--- config.mk ---
export PLATFORM = sky130hd
export DESIGN_NAME = mult_booth_iter
export DESIGN_NICKNAME = d
export VERILOG_FILES = /design/src/rtl/mult_pkg.sv /design/src/rtl/booth_r4_enc.sv /design/src/rtl/mult_booth_iter.sv
export SDC_FILE = /design/constraint.sdc
export NUM_CORES = 1
export LEC_CHECK = 0
export CORE_MARGIN = 5
export CORE_UTILIZATION = 40
export CTS_BUF_LIST = sky130_fd_sc_hd__clkbuf_2
export DETAILED_ROUTE_END_ITERATION = 10
export SLEW_MARGIN = 20
export SYNTH_ARGS = -nofsm -noshare
export SYNTH_HDL_FRONTEND = slang
export SYNTH_SLANG_ARGS = --single-unit
--- constraint.sdc ---
create_clock -name clk_i -period 4.2 [get_ports clk_i]
set_input_delay 0.84 -clock clk_i [delete_from_list [all_inputs] [get_ports clk_i]]
set_output_delay 0.84 -clock clk_i [all_outputs]
set_load 0.005 [all_outputs]
--- src/rtl/mult_pkg.sv ---
// Shared types for the iterative radix-4 Booth multiplier: FSM states, Booth digits and
// the digit-count helper used to size the iteration.
package mult_pkg;

  typedef enum logic [1:0] {StIdle, StCalc, StDone} state_e;

  typedef enum logic [2:0] {Zero, Pos1, Pos2, Neg1, Neg2} booth_digit_e;

  // Multiplier extended by one bit, then padded to even width: one digit per bit pair.
  function automatic int unsigned booth_iter(input int unsigned b_dw);
    return (b_dw + 2) / 2;
  endfunction

endpackage

--- src/rtl/booth_r4_enc.sv ---
// Radix-4 modified Booth encoder: maps a 3-bit multiplier window {b[2i+1], b[2i], b[2i-1]}
// to a digit in {0, +1, +2, -1, -2}.
module booth_r4_enc
  import mult_pkg::*;
(
  input  logic [2:0]   win_i,
  output booth_digit_e digit_o
);

  always_comb begin
    digit_o = Zero;
    unique case (win_i)
      3'b001, 3'b010: digit_o = Pos1;
      3'b011:         digit_o = Pos2;
      3'b100:         digit_o = Neg2;
      3'b101, 3'b110: digit_o = Neg1;
      default:        digit_o = Zero;
    endcase
  end

endmodule

--- src/rtl/mult_booth_iter.sv ---
// Iterative radix-4 Booth multiplier, one digit per cycle, signed or unsigned operands,
// valid/ready handshake on both sides with a registered, stable product.
module mult_booth_iter
  import mult_pkg::*;
#(
  parameter int unsigned A_DW = 8,
  parameter int unsigned B_DW = 8,
  parameter int unsigned C_DW = A_DW + B_DW
) (
  input  logic            clk_i,
  input  logic            rst_ni,
  input  logic            in_valid_i,
  output logic            in_ready_o,
  input  logic [A_DW-1:0] a_i,
  input  logic [B_DW-1:0] b_i,
  input  logic            signed_i,
  output logic            out_valid_o,
  input  logic            out_ready_i,
  output logic [C_DW-1:0] c_o
);

  localparam int unsigned Iter = booth_iter(B_DW);
  localparam int unsigned BeW  = 2 * Iter;
  localparam int unsigned AccW = C_DW + 2;
  localparam int unsigned CntW = $clog2(Iter) + 1;

  localparam logic [CntW-1:0] LastCnt = CntW'(Iter - 1);
  localparam logic [CntW-1:0] CntOne  = CntW'(1);
  localparam logic [AccW-1:0] AccOne  = AccW'(1);

  state_e          state_q, state_d;
  logic [CntW-1:0] cnt_q, cnt_d;
  logic [AccW-1:0] acc_q, acc_d;
  logic [AccW-1:0] mcand_q, mcand_d;
  logic [BeW:0]    bwin_q, bwin_d;
  logic            in_ready_q, in_ready_d;
  logic            out_valid_q, out_valid_d;
  logic [C_DW-1:0] c_q, c_d;

  booth_digit_e    digit;
  logic [AccW-1:0] pp;
  logic [AccW-1:0] acc_sum;

  // Window is always the low three bits; the multiplier shifts right by two each digit.
  booth_r4_enc u_enc (
    .win_i  (bwin_q[2:0]),
    .digit_o(digit)
  );

  // Multiplicand is pre-shifted by 2*i in its own register, so no variable shifter is needed.
  always_comb begin
    pp = '0;
    unique case (digit)
      Pos1:    pp = mcand_q;
      Pos2:    pp = mcand_q << 1;
      Neg1:    pp = ~mcand_q + AccOne;
      Neg2:    pp = ~(mcand_q << 1) + AccOne;
      default: pp = '0;
    endcase
  end

  assign acc_sum = acc_q + pp;

  always_comb begin
    state_d     = state_q;
    cnt_d       = cnt_q;
    acc_d       = acc_q;
    mcand_d     = mcand_q;
    bwin_d      = bwin_q;
    in_ready_d  = in_ready_q;
    out_valid_d = out_valid_q;
    c_d         = c_q;

    unique case (state_q)
      StIdle: begin
        if (in_valid_i) begin
          state_d    = StCalc;
          cnt_d      = '0;
          acc_d      = '0;
          mcand_d    = {{(AccW - A_DW){signed_i & a_i[A_DW-1]}}, a_i};
          bwin_d     = {{(BeW - B_DW){signed_i & b_i[B_DW-1]}}, b_i, 1'b0};
          in_ready_d = 1'b0;
        end
      end
      StCalc: begin
        acc_d   = acc_sum;
        mcand_d = mcand_q << 2;
        bwin_d  = bwin_q >> 2;
        cnt_d   = cnt_q + CntOne;
        if (cnt_q == LastCnt) begin
          state_d     = StDone;
          out_valid_d = 1'b1;
          c_d         = acc_sum[C_DW-1:0];
        end
      end
      StDone: begin
        if (out_ready_i) begin
          state_d     = StIdle;
          out_valid_d = 1'b0;
          in_ready_d  = 1'b1;
        end
      end
      default: begin
        state_d     = StIdle;
        out_valid_d = 1'b0;
        in_ready_d  = 1'b1;
      end
    endcase
  end

  always_ff @(posedge clk_i or negedge rst_ni) begin
    if (!rst_ni) begin
      state_q     <= StIdle;
      cnt_q       <= '0;
      acc_q       <= '0;
      mcand_q     <= '0;
      bwin_q      <= '0;
      in_ready_q  <= 1'b1;
      out_valid_q <= 1'b0;
      c_q         <= '0;
    end else begin
      state_q     <= state_d;
      cnt_q       <= cnt_d;
      acc_q       <= acc_d;
      mcand_q     <= mcand_d;
      bwin_q      <= bwin_d;
      in_ready_q  <= in_ready_d;
      out_valid_q <= out_valid_d;
      c_q         <= c_d;
    end
  end

  assign in_ready_o  = in_ready_q;
  assign out_valid_o = out_valid_q;
  assign c_o         = c_q;

endmodule

[Yosys cells after proc, flatten, opt, wreduce, memory -nomap -nowiden]
Index checks and enable logic that the tools add are counted.
Cells by class
  add/sub/neg operators: 4
  eq/ne operators: 16
  multiplexer cells: 20
  bitwise operators: 6
  reductions and logical operators: 9
Operator list (number)
  18-bit case mux with 2 select lines: 2
  18-bit case mux with 4 select lines: 1
  18-bit by 1-bit adder with 18-bit output, second input constant: 2
  18-bit 2-to-1 mux: 2
  18-bit NOT: 2
  11-bit case mux with 2 select lines: 1
  18-bit adder: 1
  3-bit by 2-bit equality test with 1-bit output, second input constant: 4
  3-bit equality test, second input constant: 4
  3-bit case mux with 4 select lines: 1
  11-bit 2-to-1 mux: 1
  3-bit AND reduction: 3
  4-bit case mux with 2 select lines: 1
  3-bit by 1-bit equality test with 1-bit output, second input constant: 2
  2-bit 2-to-1 mux: 3
  2-bit inequality test, second input constant: 3
  1-bit case mux with 3 select lines: 2
  2-bit case mux with 3 select lines: 1
  4-bit by 1-bit adder with 4-bit output, second input constant: 1
  4-bit by 3-bit equality test with 1-bit output, second input constant: 1
  1-bit 2-to-1 mux: 4
  4-bit 2-to-1 mux: 1
  2-bit AND reduction: 2
  2-bit OR reduction: 2
  6 further kinds: 8
Storage, ports and cells
  flip-flop bits (word level): 71
  input port bits: 21
  output and inout port bits: 18
  word-level logic and storage cells: 63

[Logic depth before layout (Yosys ltp)]
Gate-level depths: netlist of the first run.
  depth in word-level cells: 7
  mapped depth: 16
  gate-level depth less buffers: 16

[By module]
From an unflattened synthesis of the first run, not the netlist that was laid out.
Second synthesis, totals
  cell total of the unflattened synthesis: 510
  area, all modules: 4405.5 µm²
By module, submodules not included
  mult_booth_iter: times used 1, cells each 506, area an instance 4371.7 µm², seq. area each 1652.8 µm²
  booth_r4_enc: times used 1, cells each 4, area an instance 33.8 µm², seq. area each 0.0 µm²

[Least setup slack after synthesis of the first run]
No wires, ideal clock.
  path type: reg-to-reg
  from: register mcand_q[2]
  to: register c_q[15] (netlist: c_o[15])
  setup time: 0.083 ns
  arrival time: 4.230 ns
  data required time: 4.117 ns
  setup slack: -0.113 ns
  stages on the path, launching flop included: 15
  path buffers: 1
  period minus slack after synthesis: 4.313 ns
  cell sequence: dfrtp_1 -> buf_6 -> or4_4 -> or4_4 -> or4_1 -> xor2_1 -> a221o_1 -> ha_1 -> a21o_1 -> a21o_1 -> or3_1 -> o211ai_1 -> and2_1 -> xnor3_1 -> o21ai_0
On the way
  word-level cells in the longest chain between the ends: 4
  elaborated cells between the ends (all ways): 6
  classes of those cells: add/sub (3); mux (1); bitwise (2)
RTL lines
  start, declared: RTL line mult_booth_iter.sv:34  | logic [AccW-1:0] mcand_q, mcand_d;
  start signal, assigned: RTL line mult_booth_iter.sv:125  | mcand_q <= mcand_d;
  18-bit NOT, on equally long branches: RTL line mult_booth_iter.sv:56, mult_booth_iter.sv:57
  18-bit by 1-bit adder with 18-bit output, on equally long branches: RTL line mult_booth_iter.sv:56, mult_booth_iter.sv:57
  18-bit case mux with 4 select lines (*): RTL line mult_booth_iter.sv:53  | unique case (digit)
  18-bit adder (*): RTL line mult_booth_iter.sv:62  | assign acc_sum = acc_q + pp;
  end signal, assigned: RTL line mult_booth_iter.sv:120  | c_q <= '0;
  end signal, assigned: RTL line mult_booth_iter.sv:129  | c_q <= c_d;
  end, declared: RTL line mult_booth_iter.sv:38  | logic [C_DW-1:0] c_q, c_d;
Every way passes the cells marked *; elsewhere a longest branch is shown, timed or not.
A chain may end at the register's enable or synchronous reset.

[Final worst setup path of the first run]
Ends and elaborated chain as after synthesis.

==> results of run 1 <==
[power by group through the flow]
| stage | clock [mW] | sequential, mW | combinational [mW] |
|---|---|---|---|
| global placement | 0 | 1.21 | 2.93 |
| CTS | 0.395 | 1.20 | 3.02 |
| detailed placement | 0 | 1.21 | 2.99 |
| finish | 0.374 | 1.20 | 3.01 |
| floorplan | 0 | 1.08 | 2.20 |
| global route | 0.423 | 1.25 | 3.34 |
[cells in the mapped netlist (all sizes together), types with 4 or more instances]
cell type  count  area share (%)
a211oi         4            0.68
a21o          12             2.1
a21oi         35             4.0
a221o         11             2.5
a221oi         4            0.80
a22o          18             3.6
a22oi         15             2.6
buf            8             1.3
clkbuf        29             2.5
dfrtp         65              37
ha            18             5.1
inv           11            0.94
mux2          14             3.6
mux2i          7             1.6
nand2         46             3.9
nand2b         8             1.1
nand3          6            0.68
nor2          24             2.1
nor2b          7             1.0
nor3           9             1.0
nor3b          8             1.4
o21a           5            0.85
o21ai         37             4.2
o31ai          4            0.68
or4            4            0.85
xnor2         17             3.4
xor2           9             1.8
[worst paths after layout]
kind / depth (start not counted) / slack [ns] / endpoint / from
max in group asynchronous: 2 / 2.95 / c_o[8] / rst_ni
setup reg to reg: 13 / -0.06 / c_o[15] / mcand_q[2]
setup / recovery: 13 / -0.06 / c_o[15] / mcand_q[2]
min in group clk_i: 2 / 0.52 / acc_q[2] / acc_q[2]
hold / removal: 1 / 0.31 / mcand_q[1] / rst_ni
hold reg to reg: 2 / 0.52 / acc_q[2] / acc_q[2]
[logic make-up (layout without fill, tap and decap cells)]
logic type,count (synthesis),after routing,share of synthesized area [%]
AOI/OAI and AO/OA,168,168,26.35
and+or+nand+nor,129,129,14.76
DFF,66,66,37.64
buffers and inverters,49,98,4.786
xor gates and xnor gates,27,27,5.698
muxes,21,21,5.185
adders and majority gates,19,19,5.584
[state kept, by name (all words and copies together) (netlist names)]
register	cells
acc_q	16
mcand_q	16
state_q	2
bwin_q	10
cnt_q	4
c_o	16
in_ready_o	1
out_valid_o	1
[per-stage QoR]
step | instances | hold slack (ns)
3_5_place_dp | 651 | 0.4787
3_3_place_gp | 651 | 0.4718
2_1_floorplan | 479 | 0.4507
5_1_grt | 668 | 0.2829
6_report | 668 | 0.3124
4_1_cts | 668 | 0.2799
[what timing repair did]
item,in CTS,in global routing
pin swaps,2,0
buffers inserted,1,0
setup endpoints to repair,2,5
resized for setup,2,4
[final cells by class]
| cell class | count | share of cell area, % |
|---|---|---|
| multi-input cells | 364 | 49.54 |
| flip-flops and latches | 66 | 31.97 |
| repair buffers | 70 | 12.15 |
| well taps | 140 | 3.388 |
| clock inverters | 6 | 1.113 |
| clock buffers | 10 | 0.9681 |
| inverters | 12 | 0.8712 |
[routing by layer]
metal	wire, um	vias up	part of all wire (%)	GRT usage, %
li1	-	1852	-	-
met1	5219	1838	47	23.47
met2	5348	43	48	29.18
met3	345	13	3.1	4.895
met4	150	0	1.4	4.851
met5	0	-	0	0
==> impl_metrics.csv, run 1 <==
group,metric,value,unit
status,status,"complete, but fails checks",
status,failed_checks,"setup timing",
synthesis,syn_avg_cell_area,9.169,um2
placement,routabilityCongestion,0.8571,
placement,dpl-instance-area,5041,um2
critical_path,critPathMaxStageDelay,0.53,ns
clocking,cts_made_buffers,9,
finish,fillCellCount,1011,
critical_path,crit_chain,"or4_4 -> or4_4 -> or4_4 -> xor2_2 -> a221o_1 -> ha_4 -> a21o_1 -> a21o_1 -> or3_1 -> o211ai_1 -> and2_1 -> xnor3_1 -> o21ai_1",
drt,drc,0,
clocking,clk_pin_slew,0.19,ns
critical_path,worstPathMaxFanout,3,
pwr,p_leak,2.285,nW
global_route,grt_pass1_wl,18720,um
global_route,grt_max_degree,40,
timing,setup_viol,2,
timing,finalHoldViolations,0,
finish,mostFrequentLayoutCells,"65 x dfrtp_1, 46 x nand2_1, 37 x clkdlybuf4s50_1",
global_route,grt_pass1_vias,3814,
critical_path,cp_common_cell,"or4_4",
synthesis,yosysWarningCount,0,
drt,ant_nets,0,
pwr,p_sw_share,44.43,%
finish,design_area,5170,um2
clocking,root_buffer,"clkbuf_2",
pwr,power.ir.vdd_worst,0.4787,mV
timing,slew_headroom,46.74,%
synthesis,ys_ff_latch,66,
placement,dp_slack,-0.07802,ns
critical_path,crit_slowest_cell,"or4_4",
die,std_cell_rows,38,
clocking,clockBufferDepth,2,
synthesis,yosysSeqAreaShare,37.64,%
finish,layout-drive-gt1-share,13.64,%
pwr,p_clk_share,8.2,%
finish,multi_input_area,2561,um2
timing,min_period,4.261,ns
clocking,clkLatencyLatePin,0.52,ns
finish,seq_area,1653,um2
critical_path,critical_path_class,"flip-flop to flip-flop",
die,die_area,13170,um2
drt,first_pass_iters,4,
synthesis,synth.cell_area,4392,um2
timing,skew,0.02705,ns
finish,final_core_util,47.90,%
critical_path,path_delay_family,"simple AND/OR/NAND/NOR gates",
hold_path,hp-class,"input pin to asynchronous set/reset pin",
pwr,combPwrFrac,65.7,%
critical_path,start_kind,"flip-flop",
clocking,cts.htree.levels,3,
synthesis,syn-num-nets,519,
timing,fin_setup_tns,-0.1018,ns
die,io_pins,39,
timing,rsz0062_at_grt,"yes",
finish,final_nets,563,
synthesis,synth_cell_types,61,
pwr,power_frac_seq,26.2,%
drt,vias,3746,
timing,setup_ws,-0.06120,ns
global_route,gr-total-overflow,0,
clocking,holdBufCountCts,0,
synthesis,synth_top_flop_cell,"dfrtp_1",
die,core,10790,um2
finish,area_delta_synth_final,17.72,%
synthesis,synthCells,479,
pwr,power.switching,2.038,mW
critical_path,cp-end-kind,"flip-flop",
die,initial_core_util,40.69,%
critical_path,critPathBufInv,0,
timing,worstMarginPinSlew,0.7970,ns
timing,finalMaxSlewViolations,0,
finish,diodes,0,
global_route,antenna_found_initial,0,
pwr,power,4.587,mW
critical_path,required,4.66,ns
synthesis,ys_async_sr_fraction,100.0,%
clocking,cts_sinks,66,
drt,wl_per_cell,16.56,um
drt,first_iter_violations,160,
pwr,internal_power,2.549,mW
placement,port_buffers,38,
clocking,cts_tree,"yes",
drt,viasPerCell,5.608,
flow_run,drv_cap,0,
critical_path,cp.arrival,4.72,ns
timing,min_period_over_period,101.5,%
finish,layout_commonest_cell,"dfrtp_1",
global_route,grt.total_usage,17.86,%
die,die_h,114.8,um
placement,dpl.hpwl,7964,um
die,chipWidth,114.8,um
pwr,powerDensity,887.3,nW/um2
timing,fmax,0.2347,GHz
drt,wirelength,11060,um
synthesis,synth-edff-count,0,
Power figures use the tool's default switching activity.
==> run 2: changes to the inputs <==
==> constraint.sdc (replaced) <==
create_clock -name clk_i -period 4.2 [get_ports clk_i]
set_input_delay 0.84 -clock clk_i [delete_from_list [all_inputs] [get_ports clk_i]]
set_output_delay 0.84 -clock clk_i [all_outputs]
set_load 0.01 [all_outputs]
==> results of run 2 <==
Same layout as run 1 (identical final DEF). Status: complete, but fails checks: setup timing.
Among the figures that moved: total power 4.587 mW -> 4.619 mW; worst IR drop on VDD 0.4787 mV -> 0.4788 mV
==> run 3: changes to the inputs <==
SLEW_MARGIN = 5   (was 20)
==> results of run 3 <==
Same layout as run 1 (identical final DEF). Status: complete, but fails checks: setup timing.
Among the figures that moved: total power 4.587 mW -> 4.619 mW; worst IR drop on VDD 0.4787 mV -> 0.4788 mV
